$ cat config.mk
export PLATFORM = sky130hd
export DESIGN_NAME = mdu_32b
export DESIGN_NICKNAME = d
export VERILOG_FILES = /design/src/rtl/mdu_pkg.sv /design/src/rtl/add_sub_32b.sv /design/src/rtl/mdu_32b.sv
export SDC_FILE = /design/constraint.sdc
export NUM_CORES = 1
export LEC_CHECK = 0
export ABC_AREA = 0
export BUFFER_PORTS_ARGS = -buffer_cell sky130_fd_sc_hd__clkbuf_2
export CAP_MARGIN = 5
export CORE_UTILIZATION = 35
export CTS_CLUSTER_SIZE = 20
export DETAILED_ROUTE_END_ITERATION = 6
export HOLD_SLACK_MARGIN = 0.15
export SLEW_MARGIN = 30
export SYNTH_ARGS = -nofsm -noshare
export SYNTH_HDL_FRONTEND = slang
export SYNTH_SLANG_ARGS = --single-unit
$ cat constraint.sdc
create_clock -name i_clk -period 11.4 [get_ports i_clk]
set_clock_uncertainty 0.2 [all_clocks]
set_input_delay 1.14 -clock i_clk [delete_from_list [all_inputs] [get_ports i_clk]]
set_output_delay 1.14 -clock i_clk [all_outputs]
set_load 0.03 [all_outputs]
$ cat src/rtl/mdu_pkg.sv
// Shared types and helpers for the iterative multiply/divide unit.
// Latency: n/a (declarations only).
// Backpressure: n/a.
package mdu_pkg;

  localparam int MDU_ITER = 32;

  typedef enum logic [1:0] {
    MULT  = 2'b00,
    MULTU = 2'b01,
    DIV   = 2'b10,
    DIVU  = 2'b11
  } mdu_op_e;

  typedef enum logic [1:0] {
    IDLE = 2'd0,
    RUN  = 2'd1,
    FIX  = 2'd2
  } mdu_state_e;

  // Two's-complement negation, kept local so the iteration adder stays dedicated.
  function automatic logic [31:0] neg32(input logic [31:0] x);
    return ~x + 32'd1;
  endfunction

  function automatic logic [63:0] neg64(input logic [63:0] x);
    return ~x + 64'd1;
  endfunction

endpackage

$ cat src/rtl/add_sub_32b.sv
// 32-bit adder/subtractor: o_sum = a + b (c_in=0) or a - b (c_in=1).
// Latency: combinational.
// Backpressure: none.
module add_sub_32b (
  input  logic [31:0] i_a,
  input  logic [31:0] i_b,
  input  logic        i_c_in,
  output logic [31:0] o_sum
);

  logic [31:0] w_b_eff;

  assign w_b_eff = i_b ^ {32{i_c_in}};
  assign o_sum   = i_a + w_b_eff + {31'd0, i_c_in};

endmodule

$ cat src/rtl/mdu_32b.sv
// Iterative MULT/MULTU/DIV/DIVU unit owning HI/LO, one radix-2 step per cycle.
// Latency: fixed 33 cycles from accepted start to done/HI/LO update.
// Backpressure: busy high while running; start and MTHI/MTLO ignored while busy.
module mdu_32b
  import mdu_pkg::*;
#(
  parameter int ITER = MDU_ITER
) (
  input  logic        i_clk,
  input  logic        i_rst,
  input  logic        i_start,
  input  logic [1:0]  i_op,
  input  logic [31:0] i_src_a,
  input  logic [31:0] i_src_b,
  input  logic        i_hi_we,
  input  logic        i_lo_we,
  input  logic [31:0] i_wr_data,
  output logic        o_busy,
  output logic        o_done,
  output logic [31:0] o_hi,
  output logic [31:0] o_lo
);

  mdu_state_e  r_state;
  mdu_op_e     r_op;
  logic [4:0]  r_cnt;
  logic [31:0] r_acc_hi;   // product upper half / partial remainder
  logic [31:0] r_acc_lo;   // product lower half / quotient
  logic [31:0] r_opa;      // |multiplicand| or |divisor|
  logic [31:0] r_opb;      // |multiplier| (shifts right) or |dividend| (shifts left)
  logic [31:0] r_raw_a;    // unconverted src_a, returned in HI on divide by zero
  logic        r_sign_a;
  logic        r_sign_b;
  logic        r_div0;
  logic        r_busy;
  logic        r_done;
  logic [31:0] r_hi;
  logic [31:0] r_lo;

  // Operand conditioning at start time
  logic        w_in_signed;
  logic [31:0] w_abs_a;
  logic [31:0] w_abs_b;

  assign w_in_signed = ~i_op[0];
  assign w_abs_a     = (w_in_signed && i_src_a[31]) ? neg32(i_src_a) : i_src_a;
  assign w_abs_b     = (w_in_signed && i_src_b[31]) ? neg32(i_src_b) : i_src_b;

  // Iteration datapath through the shared adder
  logic        w_is_div;
  logic [31:0] w_div_shift;
  logic [31:0] w_add_a;
  logic [31:0] w_b_eff;
  logic [31:0] w_sum;
  logic        w_carry;
  logic        w_rem_ok;

  assign w_is_div    = r_op[1];
  assign w_div_shift = {r_acc_hi[30:0], r_opb[31]};
  assign w_add_a     = w_is_div ? w_div_shift : r_acc_hi;
  assign w_b_eff     = r_opa ^ {32{w_is_div}};

  add_sub_32b u_add_sub (
    .i_a    (w_add_a),
    .i_b    (r_opa),
    .i_c_in (w_is_div),
    .o_sum  (w_sum)
  );

  // Carry out of bit 31; when subtracting it is the "no borrow" flag.
  assign w_carry  = (w_add_a[31] & w_b_eff[31]) | ((w_add_a[31] | w_b_eff[31]) & ~w_sum[31]);
  // Bit shifted out of the remainder counts as the 33rd bit of the partial remainder.
  assign w_rem_ok = r_acc_hi[31] | w_carry;

  logic [32:0] w_mul_hi;
  logic [31:0] w_acc_hi_nx;
  logic [31:0] w_acc_lo_nx;
  logic [31:0] w_opb_nx;

  // Next accumulator state for one multiply or divide step
  always_comb begin
    w_mul_hi    = r_opb[0] ? {w_carry, w_sum} : {1'b0, r_acc_hi};
    w_acc_hi_nx = w_mul_hi[32:1];
    w_acc_lo_nx = {w_mul_hi[0], r_acc_lo[31:1]};
    w_opb_nx    = {1'b0, r_opb[31:1]};
    if (w_is_div) begin
      w_acc_hi_nx = w_rem_ok ? w_sum : w_div_shift;
      w_acc_lo_nx = {r_acc_lo[30:0], w_rem_ok};
      w_opb_nx    = {r_opb[30:0], 1'b0};
    end
  end

  // Sign fix-up and final HI/LO selection
  logic        w_signed;
  logic [63:0] w_prod;
  logic [31:0] w_res_hi;
  logic [31:0] w_res_lo;

  assign w_signed = ~r_op[0];

  always_comb begin
    w_prod = {r_acc_hi, r_acc_lo};
    if (w_signed && (r_sign_a ^ r_sign_b)) begin
      w_prod = neg64(w_prod);
    end
    w_res_hi = w_prod[63:32];
    w_res_lo = w_prod[31:0];
    if (w_is_div) begin
      if (r_div0) begin
        w_res_hi = r_raw_a;
        w_res_lo = 32'hFFFF_FFFF;
      end else begin
        w_res_hi = (w_signed && r_sign_a) ? neg32(r_acc_hi) : r_acc_hi;
        w_res_lo = (w_signed && (r_sign_a ^ r_sign_b)) ? neg32(r_acc_lo) : r_acc_lo;
      end
    end
  end

  // Control FSM with registered busy/done and architectural HI/LO
  always_ff @(posedge i_clk or posedge i_rst) begin
    if (i_rst) begin
      r_state  <= IDLE;
      r_op     <= MULT;
      r_cnt    <= '0;
      r_acc_hi <= '0;
      r_acc_lo <= '0;
      r_opa    <= '0;
      r_opb    <= '0;
      r_raw_a  <= '0;
      r_sign_a <= 1'b0;
      r_sign_b <= 1'b0;
      r_div0   <= 1'b0;
      r_busy   <= 1'b0;
      r_done   <= 1'b0;
      r_hi     <= '0;
      r_lo     <= '0;
    end else begin
      case (r_state)
        IDLE: begin
          r_done <= 1'b0;
          if (i_start) begin
            r_op     <= mdu_op_e'(i_op);
            r_opa    <= i_op[1] ? w_abs_b : w_abs_a;
            r_opb    <= i_op[1] ? w_abs_a : w_abs_b;
            r_raw_a  <= i_src_a;
            r_sign_a <= i_src_a[31];
            r_sign_b <= i_src_b[31];
            r_div0   <= i_op[1] && (i_src_b == 32'd0);
            r_cnt    <= '0;
            r_acc_hi <= '0;
            r_acc_lo <= '0;
            r_busy   <= 1'b1;
            r_state  <= RUN;
          end else begin
            if (i_hi_we) r_hi <= i_wr_data;
            if (i_lo_we) r_lo <= i_wr_data;
          end
        end
        RUN: begin
          r_acc_hi <= w_acc_hi_nx;
          r_acc_lo <= w_acc_lo_nx;
          r_opb    <= w_opb_nx;
          r_cnt    <= r_cnt + 5'd1;
          if (r_cnt == 5'(ITER - 1)) r_state <= FIX;
        end
        FIX: begin
          r_hi    <= w_res_hi;
          r_lo    <= w_res_lo;
          r_done  <= 1'b1;
          r_busy  <= 1'b0;
          r_state <= IDLE;
        end
        default: r_state <= IDLE;
      endcase
    end
  end

  assign o_busy = r_busy;
  assign o_done = r_done;
  assign o_hi   = r_hi;
  assign o_lo   = r_lo;

endmodule

# After elaboration in Yosys (flattened, before gate mapping)
# Cells that the tools add are included.
# word_totals
output_inout_bits	66
regBits	238
# classes
eq_ne	8
muxes	36
n_addsub	8
n_reduce_logical	15
bitwise_logic	15
# op_table
operator	count
$mux W32	21
$pmux W32 S2	5
$add A32 B1 Y32 const B	4
$not A32 Y32	4
$add A64 B1 Y64 const B	1
$mux W64	1
$not A64 Y64	1
$mux W33	1
$add A32 B1 Y32	1
$add A32 B32 Y32	1
$logic_not A32 Y1	1
$xor A32 B32 Y32	1
$ne A2 B2 Y1 const B	5
$pmux W5 S2	1
$reduce_and A2 Y1	4
$reduce_and A3 Y1	2
$add A5 B1 Y5 const B	1
$eq A5 B5 Y1 const B	1
$logic_and A1 B1 Y1	5
$mux W5	1
$mux W2	2
$pmux W1 S2	2
$pmux W2 S2	1
$reduce_bool A2 Y1	2
8 further kinds	13

# Longest topological paths before layout
# Gate-level depths: netlist of run 1.
# depth
word_depth	10
depth_mapped	25
ltp_nobuf	19

# Cells and area by module
# A second synthesis of run 1 with hierarchy kept.
# unflattened
hier_cells	2272
area_unflattened_um2	18615.4
# modules_own_cells
mod	cells_per_inst	area_per_inst_um2	instances
mdu_32b	1996	16605.9	1
add_sub_32b	276	2009.4	1

# Worst setup path after synthesis of run 1
# OpenSTA, ideal clock, no wires.
# synth_timing
kind	reg-to-reg
from	register r_op[1]
to	register r_acc_hi[22]
path_buffers	8
path_stages_with_launch	24
t_required_ns	11.074
synth_period_minus_slack_ns	5.497
setup_slack_ns	5.903
arrival_time_ns	5.171
setup_time_ns	0.126
cell_sequence	dfrtp_1 > clkbuf_1 > clkbuf_1 > buf_1 > clkbuf_1 > buf_1 > xor2_1 > ha_1 > clkbuf_1 > a21oi_1 > o21ai_0 > o41ai_1 > o211ai_1 > a21oi_1 > nor2b_1 > o21ai_0 > nand2b_1 > fa_1 > or2_2 > clkbuf_1 > clkbuf_1 > o21ai_0 > a21oi_1 > a221o_1
# synth_between
elab_chain_len	10
elab_cells_between_ends	14
classes_between	2 x add/sub; 5 x mux; 7 x bitwise
# synth_lines
element	line	rtl
start: declaration	mdu_32b.sv:25	mdu_op_e r_op;
start signal: assignment	mdu_32b.sv:142	r_op <= mdu_op_e'(i_op);
$mux W32 or $xor A32 B32 Y32 (tied branches)	mdu_32b.sv:60, add_sub_32b.sv:13, mdu_32b.sv:61	
$add A32 B32 Y32	add_sub_32b.sv:14	assign o_sum = i_a + w_b_eff + {31'd0, i_c_in};
$add A32 B1 Y32	add_sub_32b.sv:14	
$not A1 Y1	mdu_32b.sv:71	assign w_carry = (w_add_a[31] & w_b_eff[31]) | ((w_add_a[31] | w_b_eff[31]) & ~w_sum[31]);
$and A1 B1 Y1	mdu_32b.sv:71	
$or A1 B1 Y1	mdu_32b.sv:71	
$or A1 B1 Y1	mdu_32b.sv:73	assign w_rem_ok = r_acc_hi[31] | w_carry;
$mux W32	mdu_32b.sv:87	w_acc_hi_nx = w_rem_ok ? w_sum : w_div_shift;
$mux W32 *	mdu_32b.sv:86	if (w_is_div) begin
$pmux W32 S2 *	mdu_32b.sv:138	case (r_state)
end signal: assignment	mdu_32b.sv:160	r_acc_hi <= w_acc_hi_nx;
end: declaration	mdu_32b.sv:27	logic [31:0] r_acc_hi;
# Mark *: on every way between the ends. The rest lies on a longest branch, timed or not.
# A chain may end at the register's enable or synchronous reset.

# Worst setup path after layout of run 1
# layout_timing
from	register r_op[1]
to	register r_acc_hi[4]
# The elaborated chain is that of the path after synthesis.

==> results of run 1 <==
-- worst max-delay path: stages, from the launching register on --
cell and delay [ps]:
sky130_fd_sc_hd__dfrtp_4 950, sky130_fd_sc_hd__buf_6 650, sky130_fd_sc_hd__mux2_2 410, sky130_fd_sc_hd__ha_1 390
sky130_fd_sc_hd__a21oi_1 330, sky130_fd_sc_hd__nor2_1 70, sky130_fd_sc_hd__o41ai_1 410, sky130_fd_sc_hd__o211ai_1 180
sky130_fd_sc_hd__a21oi_1 240, sky130_fd_sc_hd__nor2b_1 80, sky130_fd_sc_hd__o21ai_0 140, sky130_fd_sc_hd__nand2b_1 110
sky130_fd_sc_hd__fa_1 400, sky130_fd_sc_hd__or2_2 580, sky130_fd_sc_hd__nand2_1 150, sky130_fd_sc_hd__a21oi_1 70
sky130_fd_sc_hd__a221o_1 270, sky130_fd_sc_hd__a22o_1 170
-- metrics by stage --
step	instance area, um^2	util, %	instances	hold WS (ps)
2_1_floorplan	17620	-	2203	239.0
6_report	19750	40.10	2929	277.6
3_5_place_dp	18840	38.24	2880	265.0
5_1_grt	19750	40.10	2929	302.9
4_1_cts	19740	40.08	2929	279.8
3_3_place_gp	18830	38.24	2880	253.6
-- path summary, 6_finish.rpt --
check	startpoint	end	slack [ps]	cells after the start
min in group asynchronous	i_rst	o_hi[5]	530	2
max in group asynchronous	i_rst	r_raw_a[23]	9050	3
hold reg to reg	r_raw_a[22]	r_raw_a[22]	280	2
hold / removal	r_raw_a[22]	r_raw_a[22]	280	2
setup reg to reg	r_op[1]	r_acc_hi[4]	5380	17
setup / recovery	r_op[1]	r_acc_hi[4]	5380	17
-- placed cells by master, fill, tap and decap left out, types with 7 or more instances in the layout --
cell	count
sky130_fd_sc_hd__nor2_1	155
sky130_fd_sc_hd__o211ai_1	12
sky130_fd_sc_hd__clkbuf_8	7
sky130_fd_sc_hd__a21oi_1	168
sky130_fd_sc_hd__o221ai_1	14
sky130_fd_sc_hd__clkbuf_2	168
sky130_fd_sc_hd__a222oi_1	8
sky130_fd_sc_hd__mux2_2	48
sky130_fd_sc_hd__and2_1	10
sky130_fd_sc_hd__ha_1	36
sky130_fd_sc_hd__a21o_1	16
sky130_fd_sc_hd__o31ai_1	24
sky130_fd_sc_hd__o22ai_1	60
sky130_fd_sc_hd__clkbuf_16	29
sky130_fd_sc_hd__mux2i_1	68
sky130_fd_sc_hd__nand2_1	356
sky130_fd_sc_hd__nand2b_1	15
sky130_fd_sc_hd__inv_1	34
sky130_fd_sc_hd__a211oi_1	17
sky130_fd_sc_hd__nor2b_1	20
sky130_fd_sc_hd__buf_4	23
sky130_fd_sc_hd__and3_1	9
sky130_fd_sc_hd__o21ai_0	210
sky130_fd_sc_hd__xnor2_1	92
sky130_fd_sc_hd__nand3_1	31
sky130_fd_sc_hd__dfrtp_1	236
sky130_fd_sc_hd__nor3_1	39
sky130_fd_sc_hd__nand4_1	15
sky130_fd_sc_hd__a31oi_1	24
sky130_fd_sc_hd__xor2_1	103
sky130_fd_sc_hd__or4_1	12
sky130_fd_sc_hd__clkbuf_1	10
sky130_fd_sc_hd__or3_1	24
sky130_fd_sc_hd__nor4_1	17
sky130_fd_sc_hd__a22o_1	13
sky130_fd_sc_hd__a22oi_1	7
sky130_fd_sc_hd__a221oi_1	20
sky130_fd_sc_hd__o41ai_1	8
-- power by group --
part           internal, uW  switching (uW)  total (uW)  leakage [uW]
Combinational          1870            3040        4910       0.00513
Clock                   532             366         898      0.000434
Sequential             1240             592        1830       0.00293
Total                  3640            4000        7640       0.00849
-- per-layer routing --
layer  up-vias  GRT usage, %  wire (um)
met5         -             0          0
met3        99         3.706       4854
li1       7972             -          -
met1      8275         35.72      29070
met4         0         8.740       2382
met2       742         38.12      28630
-- cell type report --
type / count / area, um^2
sequential: 237 / 5934
multi-input combinational: 1751 / 10910
timing repair buffer: 193 / 1036
fill: 5081 / 29500
clock inverter: 3 / 45.04
tap: 664 / 830.8
clock buffer: 46 / 859.6
inverter: 35 / 138.9
-- cells by family (layout without fill, tap and decap cells) --
logic type               Yosys count  in the layout  share of synthesized area (%)
XOR/XNOR                         195            195                          9.693
AO/OA/AOI/OAI                    655            655                          22.94
multiplexers                     116            116                          6.930
adder cells (fa/ha/maj)           38             38                          2.783
flip-flops                       237            237                          33.66
buffers and inverters            215            277                          4.672
AND/OR/NAND/NOR                  747            747                          19.32
-- sequential cells by signal, indices dropped and copies added (netlist names) --
register / flops
r_sign_b: 1
r_state: 2
r_opb: 32
r_div0: 1
r_opa: 32
o_done: 1
r_raw_a: 32
o_busy: 1
o_lo: 32
r_acc_lo: 32
r_cnt: 5
r_acc_hi: 32
r_op: 2
o_hi: 32
==> impl_metrics.tcl, run 1 <==
set metrics [dict create \
    cp_data_required_time_ps 11640 \
    fin_hold_viols 0 \
    die-height_um 226.4 \
    gr-usage-all-layers_pct 24.99 \
    gp_routability_congestion 0.9959 \
    yosys-top-cells-area "sky130_fd_sc_hd__dfrtp_1 34%, sky130_fd_sc_hd__nand2_1 7.6%, sky130_fd_sc_hd__o21ai_0 6.0%, sky130_fd_sc_hd__xor2_1 5.1%, sky130_fd_sc_hd__a21oi_1 4.8%" \
    rsz_0062_raised_after_global_routing "no" \
    transition_time_of_the_tightest_slew_check_pin_ps 937.0 \
    slew_headroom_pct 37.40 \
    detail_route.first_pass.iterations 5 \
    dp_worst_setup_slack_ps 5219 \
    grt_overflow_total 0 \
    fin_total_pwr_uw 7637 \
    layout-area-overhead-vs-synth_pct 12.09 \
    cp_max_fo 80 \
    netlist_area_pre_place_mm2 0.01762 \
    grt_start_max_net_pins 106 \
    postSynth.asyncResetShare_pct 100.0 \
    boundaryPins 169 \
    yosys.cell_types.count 80 \
    timing_max_transition_violations_final 0 \
    drt_drc_violations_left 0 \
    holdBufCountCts 0 \
    period_share_pct 52.84 \
    most_numerous_cell_types_in_the_synthesized_netlist "358 x sky130_fd_sc_hd__nand2_1, 237 x sky130_fd_sc_hd__dfrtp_1, 210 x sky130_fd_sc_hd__o21ai_0" \
    design.final.nets 2387 \
    p_per_area_mw_per_mm2 386.7 \
    place_hpwl_mm 47.85 \
    htree_levels 1 \
    drive_above_1_share_pct 14.13 \
    chipWidth_um 226.4 \
    worst_hold_path_type "flop to flop" \
    tritoncts_num_sinks 237 \
    clock_tree_root "sky130_fd_sc_hd__clkbuf_16" \
    tritoncts_clock_tree "yes" \
    drtIter0Drc 1897 \
    grt_antenna_before_repair 1 \
    timing.setup.tns_ps 0 \
    finalCriticalPeriod_ps 6024 \
    worst_skew_pair.late_latency_ps 560 \
    first_pass_grt_wire_length_mm 98.05 \
    clk_transition_reported_paths_ps 60 \
    row_count 81 \
    synth_top_area_cell "sky130_fd_sc_hd__dfrtp_1" \
    yosysWarningCount 0 \
    max_clock_freq_mhz 166.0 \
    buffer_ports.inserted 168 \
    core_region_mm2 0.04925 \
    die-area_mm2 0.05125 \
    effective_utilization_at_floorplan_pct 35.77 \
    syn-instance-count 2203 \
    worst-endpoint-arrival_ps 6270 \
    synth_ff_type "sky130_fd_sc_hd__dfrtp_1" \
    yosys.area.top_type_share_pct 33.66 \
    antennaDiodeCount 0 \
    num_vias 17090 \
    post-cts-setup-buffers 0 \
    route.detailed.wl_per_inst_um 22.17 \
    clockBufferDepth 3 \
    synth.net_count 2344 \
    count_of_cells_resized_by_post_cts_repair 0 \
    crit_path_end_kind "flop" \
    post_synth_edffs 0 \
    worstSetupPathType "flop to flop" \
    cellLeakagePower_uw 0.008494 \
    post_drt_via_cell_ratio 5.834 \
    post_synth.cell_area_avg_um2 7.998 \
    worst_slack_ps 5377 \
    grt_pass1_vias 15870 \
    cp-start-kind "flop" \
    postRouteWirelength_mm 64.94 \
    ant_nets 0 \
    synth_most_common_cell "sky130_fd_sc_hd__nand2_1" \
    tritoncts.num_buffers 28 \
    status "complete, no violations" \
    irDropWorstVdd_mv 0.1544 \
    finalSetupViolations 0 \
    max_cap_viols 0 \
    synth.ff_latch_count 237 \
    seq_area_frac_synth_pct 33.66 \
]
(Power assumes the default switching activity.)
==> run 2, diff against run 1 <==
--- a/config.mk
+++ b/config.mk
@@ -5,7 +5,7 @@
 export SDC_FILE = /design/constraint.sdc
 export NUM_CORES = 1
 export LEC_CHECK = 0
-export ABC_AREA = 0
+export ABC_AREA = 1
 export BUFFER_PORTS_ARGS = -buffer_cell sky130_fd_sc_hd__clkbuf_2
 export CAP_MARGIN = 5
 export CORE_UTILIZATION = 35
==> constraint.sdc (replaced) <==
create_clock -name i_clk -period 5.8 [get_ports i_clk]
set_clock_uncertainty 0.2 [all_clocks]
set_input_delay 0.58 -clock i_clk [delete_from_list [all_inputs] [get_ports i_clk]]
set_output_delay 0.58 -clock i_clk [all_outputs]
set_load 0.03 [all_outputs]
==> run 2 against run 1 <==
  * Sequential power rose by 90%
  * Combinational power rose by 130%
  * Total power rose by 120%
  * Routed wire length rose by 24%
  * Area after synthesis rose by 14%
  * Synthesized cell count rose by 46%
  * Global-route usage rose by 2.0 points
  * Design area rose by 16%
  * Critical path type unchanged
  * Critical endpoint is now r_acc_hi[10]
  * Highest routed layer unchanged
==> impl_metrics.tcl, run 2 <==
set metrics [dict create \
    rsz_0062_raised_after_global_routing "no" \
    cellLeakagePower_uw 0.01117 \
    dp_worst_setup_slack_ps 957.4 \
    worst_hold_path_type "primary input to flop" \
    cp_max_fo 56 \
    worstSetupPathType "flop to flop" \
    timing_max_transition_violations_final 0 \
    synth_top_area_cell "sky130_fd_sc_hd__dfrtp_1" \
    tritoncts_num_sinks 237 \
    min_delay_worst_endpoint "r_raw_a[12]" \
    boundaryPins 169 \
    worst-r2r-cell-count 23 \
    worst_skew_pair.late_latency_ps 590 \
    clockBufferDepth 3 \
    synth.ff_latch_count 237 \
    switching_power_uw 9394 \
    drive_above_1_share_pct 10.59 \
    die-area_mm2 0.05835 \
    post_synth.cell_area_avg_um2 6.260 \
    finalCriticalPeriod_ps 5008 \
    cp_data_required_time_ps 6030 \
    timing.setup.tns_ps 0 \
    yosys.area.top_type_share_pct 29.53 \
    hold_start "i_src_a[12]" \
    detail_route.first_pass.iterations 5 \
    p_per_area_mw_per_mm2 731.5 \
    antennaDiodeCount 0 \
    syn-instance-count 3209 \
    synth_most_common_cell "sky130_fd_sc_hd__nand2_1" \
    r2r_end "r_acc_hi[10]" \
    slowest_delay_ps 920 \
    design.final.nets 3454 \
    most_numerous_cell_types_in_the_synthesized_netlist "926 x sky130_fd_sc_hd__nand2_1, 373 x sky130_fd_sc_hd__nor2_1, 322 x sky130_fd_sc_hd__inv_1" \
    yosys-top-cells-area "sky130_fd_sc_hd__dfrtp_1 30%, sky130_fd_sc_hd__nand2_1 17%, sky130_fd_sc_hd__nor2_1 7.0%, sky130_fd_sc_hd__nand3_1 6.6%, sky130_fd_sc_hd__inv_1 6.0%" \
    gr-usage-all-layers_pct 27.04 \
    clock_tree_root "sky130_fd_sc_hd__clkbuf_16" \
    critical_path.slowest_cell "sky130_fd_sc_hd__dfrtp_4" \
    row_count 87 \
    grt_overflow_total 0 \
    ant_nets 0 \
    max_cap_viols 0 \
    htree_levels 1 \
    holdPathStages 3 \
    layout_commonest_cell "sky130_fd_sc_hd__nand2_1" \
    cellInternalPower_uw 7319 \
    crit_chain "buf_4 > nor2_1 > o21bai_1 > ha_1 > nand2_1 > nor2_1 > nand2_1 > inv_1 > a21oi_1 > nand2_1 > nand4_1 > o311ai_0 > fa_1 > nor2_1 > inv_1 > nor2_2 > buf_4 > inv_2 > o21ai_0 > o21bai_1 > inv_1 > nand2_1 > o21ai_0" \
    finalSetupViolations 0 \
    post_synth_edffs 0 \
    postRouteWirelength_mm 80.51 \
    synth.net_count 3350 \
    sequentialPowerShare_pct 20.7 \
    slew_headroom_pct 34.38 \
    max_clock_freq_mhz 199.7 \
    drt_drc_violations_left 0 \
    transition_time_of_the_tightest_slew_check_pin_ps 983.2 \
    synth_ff_type "sky130_fd_sc_hd__dfrtp_1" \
    die-height_um 241.6 \
    rr_startpoint "r_op[1]" \
    cp-start-kind "flop" \
    effective_utilization_at_floorplan_pct 35.55 \
    fin_hold_viols 0 \
    tritoncts.num_buffers 30 \
    first_pass_grt_wire_length_mm 123.6 \
    post-cts-setup-buffers 0 \
    holdBufCountCts 31 \
    crit_path_end_kind "flop" \
    gp_routability_congestion 0.9736 \
    worst_slack_ps 792.1 \
    comb_power_share_pct 67.1 \
    chipWidth_um 241.6 \
    worst-endpoint-arrival_ps 5240 \
    count_of_cells_resized_by_post_cts_repair 0 \
    grt_start_max_net_pins 129 \
    netlist_area_pre_place_mm2 0.02009 \
    status "complete, no violations" \
    tritoncts_clock_tree "yes" \
    r2r_slack_ps 790 \
    p_clk_share_pct 12.2 \
    drtIter0Drc 2456 \
    num_vias 21960 \
    clk_transition_reported_paths_ps 60 \
    post_drt_via_cell_ratio 5.368 \
    sw_frac_of_total_pct 56.21 \
    yosysWarningCount 0 \
    place_hpwl_mm 61.65 \
    buffer_ports.inserted 168 \
    postSynth.asyncResetShare_pct 100.0 \
    yosys.cell_types.count 58 \
    irDropWorstVdd_mv 0.2953 \
    layout-area-overhead-vs-synth_pct 13.74 \
    grt_antenna_before_repair 0 \
    grt_pass1_vias 20700 \
    crit_top_cell "sky130_fd_sc_hd__nand2_1" \
    period_share_pct 86.34 \
    route.detailed.wl_per_inst_um 19.69 \
    core_region_mm2 0.05650 \
    fin_util_pct 40.44 \
    most-common-layout-cells "926 x sky130_fd_sc_hd__nand2_1, 368 x sky130_fd_sc_hd__nor2_1, 319 x sky130_fd_sc_hd__inv_1" \
    seq_area_frac_synth_pct 29.53 \
]
-- run 2: final cells by class --
class / instances / area (um^2)
fill: 6162 / 33650
multi-input combinational: 2473 / 12210
sequential: 237 / 5934
timing repair buffer: 234 / 1439
inverter: 337 / 1270
tap: 756 / 945.9
clock buffer: 45 / 898.4
clock inverter: 8 / 152.6
-- run 2: worst max-delay path by stage --
stage / from / endpoint / slack (ps) / depth (start not counted)
2_1_floorplan: r_op[1] / r_acc_hi[18] / 1700 / 28
3_3_place_gp: r_op[1] / r_acc_hi[12] / 1010 / 23
3_5_place_dp: r_op[1] / r_acc_hi[10] / 960 / 23
4_1_cts: r_op[1] / r_acc_hi[10] / 920 / 23
5_1_grt: r_op[1] / r_acc_hi[10] / 460 / 23
6_report: r_op[1] / r_acc_hi[10] / 790 / 23
-- run 2: power groups by stage --
stage	logic, uW	clock network, uW	registers (uW)
floorplan	7840	0	3360
global placement	11000	0	3440
detailed placement	11000	0	3430
CTS	11100	2060	3420
global route	12500	2120	3530
finish	11200	2030	3470
-- run 2: per-stage QoR --
step | area [um^2] | hold WS [ps] | instances | power [uW]
after floorplan | 20090 | 243.6 | 3209 | 11200
after global placement | 21480 | 264.8 | 4006 | 14440
after detailed placement | 21490 | 266.1 | 4006 | 14440
after CTS | 22850 | 151.9 | 4090 | 16540
after global routing | 22850 | 168.1 | 4090 | 18110
final | 22850 | 159.1 | 4090 | 16710
-- run 2: cells by family after synthesis --
family / count (synthesis) / synth area share [%]
AO/OA/AOI/OAI: 638 / 18.18
XOR/XNOR: 94 / 4.099
adder cells (fa/ha/maj): 38 / 2.442
buffers and inverters: 499 / 9.917
flip-flops: 237 / 29.53
AND/OR/NAND/NOR: 1703 / 35.84
-- run 2: critical path, delay by kind of cell, from the launching register on --
| family | cells | cell delay (ps) |
|---|---|---|
| AO/OA/AOI/OAI | 6 | 970 |
| AND/OR/NAND/NOR | 9 | 940 |
| buffers and inverters | 6 | 960 |
| flip-flops | 1 | 920 |
| adder cells (fa/ha/maj) | 2 | 810 |
-- run 2: per-layer routing --
layer	wire (um)	part of all wire, %	global-route usage (%)
met1	34520	43	36.08
met4	3635	4.5	10.83
met3	5273	6.5	2.664
met5	0	0	0
met2	37090	46	44.73
==> run 3, diff against run 2 <==
--- a/config.mk
+++ b/config.mk
@@ -8,10 +8,11 @@
 export ABC_AREA = 1
 export BUFFER_PORTS_ARGS = -buffer_cell sky130_fd_sc_hd__clkbuf_2
 export CAP_MARGIN = 5
-export CORE_UTILIZATION = 35
+export CORE_UTILIZATION = 25
 export CTS_CLUSTER_SIZE = 20
 export DETAILED_ROUTE_END_ITERATION = 6
 export HOLD_SLACK_MARGIN = 0.15
+export RECOVER_POWER = 25
 export SLEW_MARGIN = 30
 export SYNTH_ARGS = -nofsm -noshare
 export SYNTH_HDL_FRONTEND = slang
==> run 3 against run 2 <==
  * The run now ends with max-capacitance violations, max-slew violations left
  * Design area is 1.3% higher
  * Sequential power about the same
  * Core utilization is 11 points lower
  * Global-route usage fell by 7.6 points
  * Fmax fell by 4.5%
  * Clock-buffer cell count is 10 lower
  * Critical path type unchanged
  * Largest cell class unchanged
  * Largest power group unchanged
==> impl_metrics.tcl, run 3 (synthesis gave the netlist of run 2 again) <==
set metrics [dict create \
    status "finished, violations left" \
    failed_checks "max-capacitance violations, max-slew violations" \
    detail_route.first_pass.iterations 6 \
    fin_total_pwr_uw 16730 \
    slew_headroom_pct -141.6 \
    place_hpwl_mm 62.72 \
    max_clock_freq_mhz 190.8 \
    drt_drc_violations_left 0 \
    crit_chain "buf_4 > o21ai_0 > ha_1 > nand2_1 > nor2_1 > inv_1 > nor3_1 > nand2_1 > nand2_1 > nand2_1 > nand2_1 > nand4_1 > o311ai_0 > fa_1 > nor2_1 > nor2_1 > clkinv_1 > o21bai_1 > inv_1 > nand2_1 > o21ai_0" \
    ant_nets 0 \
    htree_levels 1 \
    postRouteWirelength_mm 82.00 \
    grt_antenna_before_repair 1 \
    worstSetupPathType "flop to flop" \
    core_region_mm2 0.07926 \
    final-seq-area_mm2 0.005934 \
    clockBufferDepth 3 \
    num_vias 22150 \
    die-height_um 285.5 \
    die-area_mm2 0.08148 \
    tritoncts.num_buffers 29 \
    chipWidth_um 285.5 \
    antennaDiodeCount 0 \
    holdWs_ps 161.1 \
    drtIter0Drc 2418 \
    most-common-layout-cells "926 x sky130_fd_sc_hd__nand2_1, 368 x sky130_fd_sc_hd__nor2_1, 320 x sky130_fd_sc_hd__inv_1" \
    finalSetupViolations 0 \
    p_per_area_mw_per_mm2 722.8 \
    finalCriticalPeriod_ps 5241 \
    worst_hold_path_type "primary input to flop" \
    fin_hold_viols 0 \
    gp_routability_congestion 0.9936 \
    grt_start_max_net_pins 133 \
    clock_tree_root "sky130_fd_sc_hd__clkbuf_16" \
    rsz_0062_raised_after_global_routing "no" \
    max_cap_viols 2 \
    transition_time_of_the_tightest_slew_check_pin_ps 3624 \
    post_drt_via_cell_ratio 5.055 \
    grt_pass1_vias 20120 \
    irDropWorstVdd_mv 0.4299 \
    post-cts-setup-buffers 0 \
    worst-endpoint-arrival_ps 5470 \
    effective_utilization_at_floorplan_pct 25.34 \
    critical_path.slowest_cell "sky130_fd_sc_hd__dfrtp_4" \
    boundaryPins 169 \
    layout_commonest_cell "sky130_fd_sc_hd__nand2_1" \
    cp_data_required_time_ps 6030 \
    design.final.nets 3449 \
    tritoncts_num_sinks 237 \
    multiInputGateArea_mm2 0.01221 \
    timing_max_transition_violations_final 193 \
    gr-usage-all-layers_pct 19.45 \
    clk_transition_reported_paths_ps 60 \
    buffer_ports.inserted 168 \
    count_of_cells_resized_by_post_cts_repair 0 \
    layout-area-overhead-vs-synth_pct 15.21 \
    cellLeakagePower_uw 0.01112 \
    crit_top_cell "sky130_fd_sc_hd__nand2_1" \
    row_count 103 \
    cp-start-kind "flop" \
    worst_skew_pair.late_latency_ps 600 \
    cp_max_fo 63 \
    holdBufCountCts 24 \
    crit_family "simple AND/OR/NAND/NOR gates" \
    period_share_pct 90.37 \
    crit_path_end_kind "flop" \
    grt_overflow_total 0 \
    first_pass_grt_wire_length_mm 123.4 \
    tritoncts_clock_tree "yes" \
    slowest_delay_ps 930 \
    drive_above_1_share_pct 10.72 \
    n_fill_cell 8879 \
    wp_buf_inv 4 \
    route.detailed.wl_per_inst_um 18.72 \
    timing.setup.tns_ps 0 \
]
[run 3: cell types whose count changed in the layout (fill, tap and decap cells not counted), moves of 2 or more]
cell | before | now
sky130_fd_sc_hd__clkbuf_16 | 31 | 29
sky130_fd_sc_hd__clkinvlp_4 | 3 | 8
sky130_fd_sc_hd__clkbuf_8 | 7 | 3
sky130_fd_sc_hd__inv_6 | 1 | 4
sky130_fd_sc_hd__dlygate4sd3_1 | 31 | 24
sky130_fd_sc_hd__clkbuf_1 | 7 | 5
[run 3: through the flow]
stage | instances | setup WS, ps | instance area [um^2] | util, %
2_1_floorplan | 3209 | 1704 | 20090 | -
3_3_place_gp | 4303 | 720.1 | 21890 | 27.62
5_1_grt | 4381 | 195.2 | 23140 | 29.20
4_1_cts | 4381 | 665.5 | 23160 | 29.22
3_5_place_dp | 4303 | 703.8 | 21890 | 27.62
6_report | 4381 | 558.6 | 23140 | 29.20
[run 3: path summary, 6_finish.rpt]
| kind | cells past startpoint | slack [ps] | start | endpoint |
|---|---|---|---|---|
| worst max register to register | 21 | 560 | r_op[1] | r_acc_hi[12] |
| worst min register to register | 2 | 290 | o_busy | o_busy |
| min in group asynchronous | 4 | 1660 | i_rst | r_acc_lo[22] |
| worst max-delay path | 21 | 560 | r_op[1] | r_acc_hi[12] |
| worst min-delay path | 3 | 160 | i_src_a[17] | r_raw_a[17] |
| max in group asynchronous | 4 | 1000 | i_rst | r_op[1] |
[run 3: layout make-up]
| class | instances | share of cell area [%] |
|---|---|---|
| flip-flops and latches | 237 | 25.64 |
| inverters | 337 | 5.482 |
| well taps | 1050 | 5.677 |
| repair buffers | 230 | 5.980 |
| multi-input cells | 2473 | 52.75 |
| clock inverters | 19 | 1.108 |
| clock buffers | 35 | 3.363 |
[run 3: power breakdown]
part / switching (uW) / total, uW / internal, uW
clock: 840 / 2030 / 1190
combinational: 7570 / 11200 / 3630
sequential: 1040 / 3500 / 2460
[run 3: worst register-to-register path, stage by stage, from the launching register on]
cell and delay [ps]:
sky130_fd_sc_hd__dfrtp_4 930, sky130_fd_sc_hd__buf_4 420, sky130_fd_sc_hd__o21ai_0 150, sky130_fd_sc_hd__ha_1 360, sky130_fd_sc_hd__nand2_1 120, sky130_fd_sc_hd__nor2_1 150
sky130_fd_sc_hd__inv_1 80, sky130_fd_sc_hd__nor3_1 130, sky130_fd_sc_hd__nand2_1 70, sky130_fd_sc_hd__nand2_1 110, sky130_fd_sc_hd__nand2_1 120, sky130_fd_sc_hd__nand2_1 120
sky130_fd_sc_hd__nand4_1 80, sky130_fd_sc_hd__o311ai_0 130, sky130_fd_sc_hd__fa_1 290, sky130_fd_sc_hd__nor2_1 60, sky130_fd_sc_hd__nor2_1 490, sky130_fd_sc_hd__clkinv_1 580
sky130_fd_sc_hd__o21bai_1 290, sky130_fd_sc_hd__inv_1 50, sky130_fd_sc_hd__nand2_1 60, sky130_fd_sc_hd__o21ai_0 80
[run 3: layer usage]
layer	wire [um]	GRT usage, %	share of wire (%)	up-vias
met4	2700	5.829	3.3	2
met2	36110	30.10	44	948
met5	10	0	0.012	-
met1	36690	27.80	45	10420
met3	6489	2.791	7.9	131
li1	-	-	-	10640
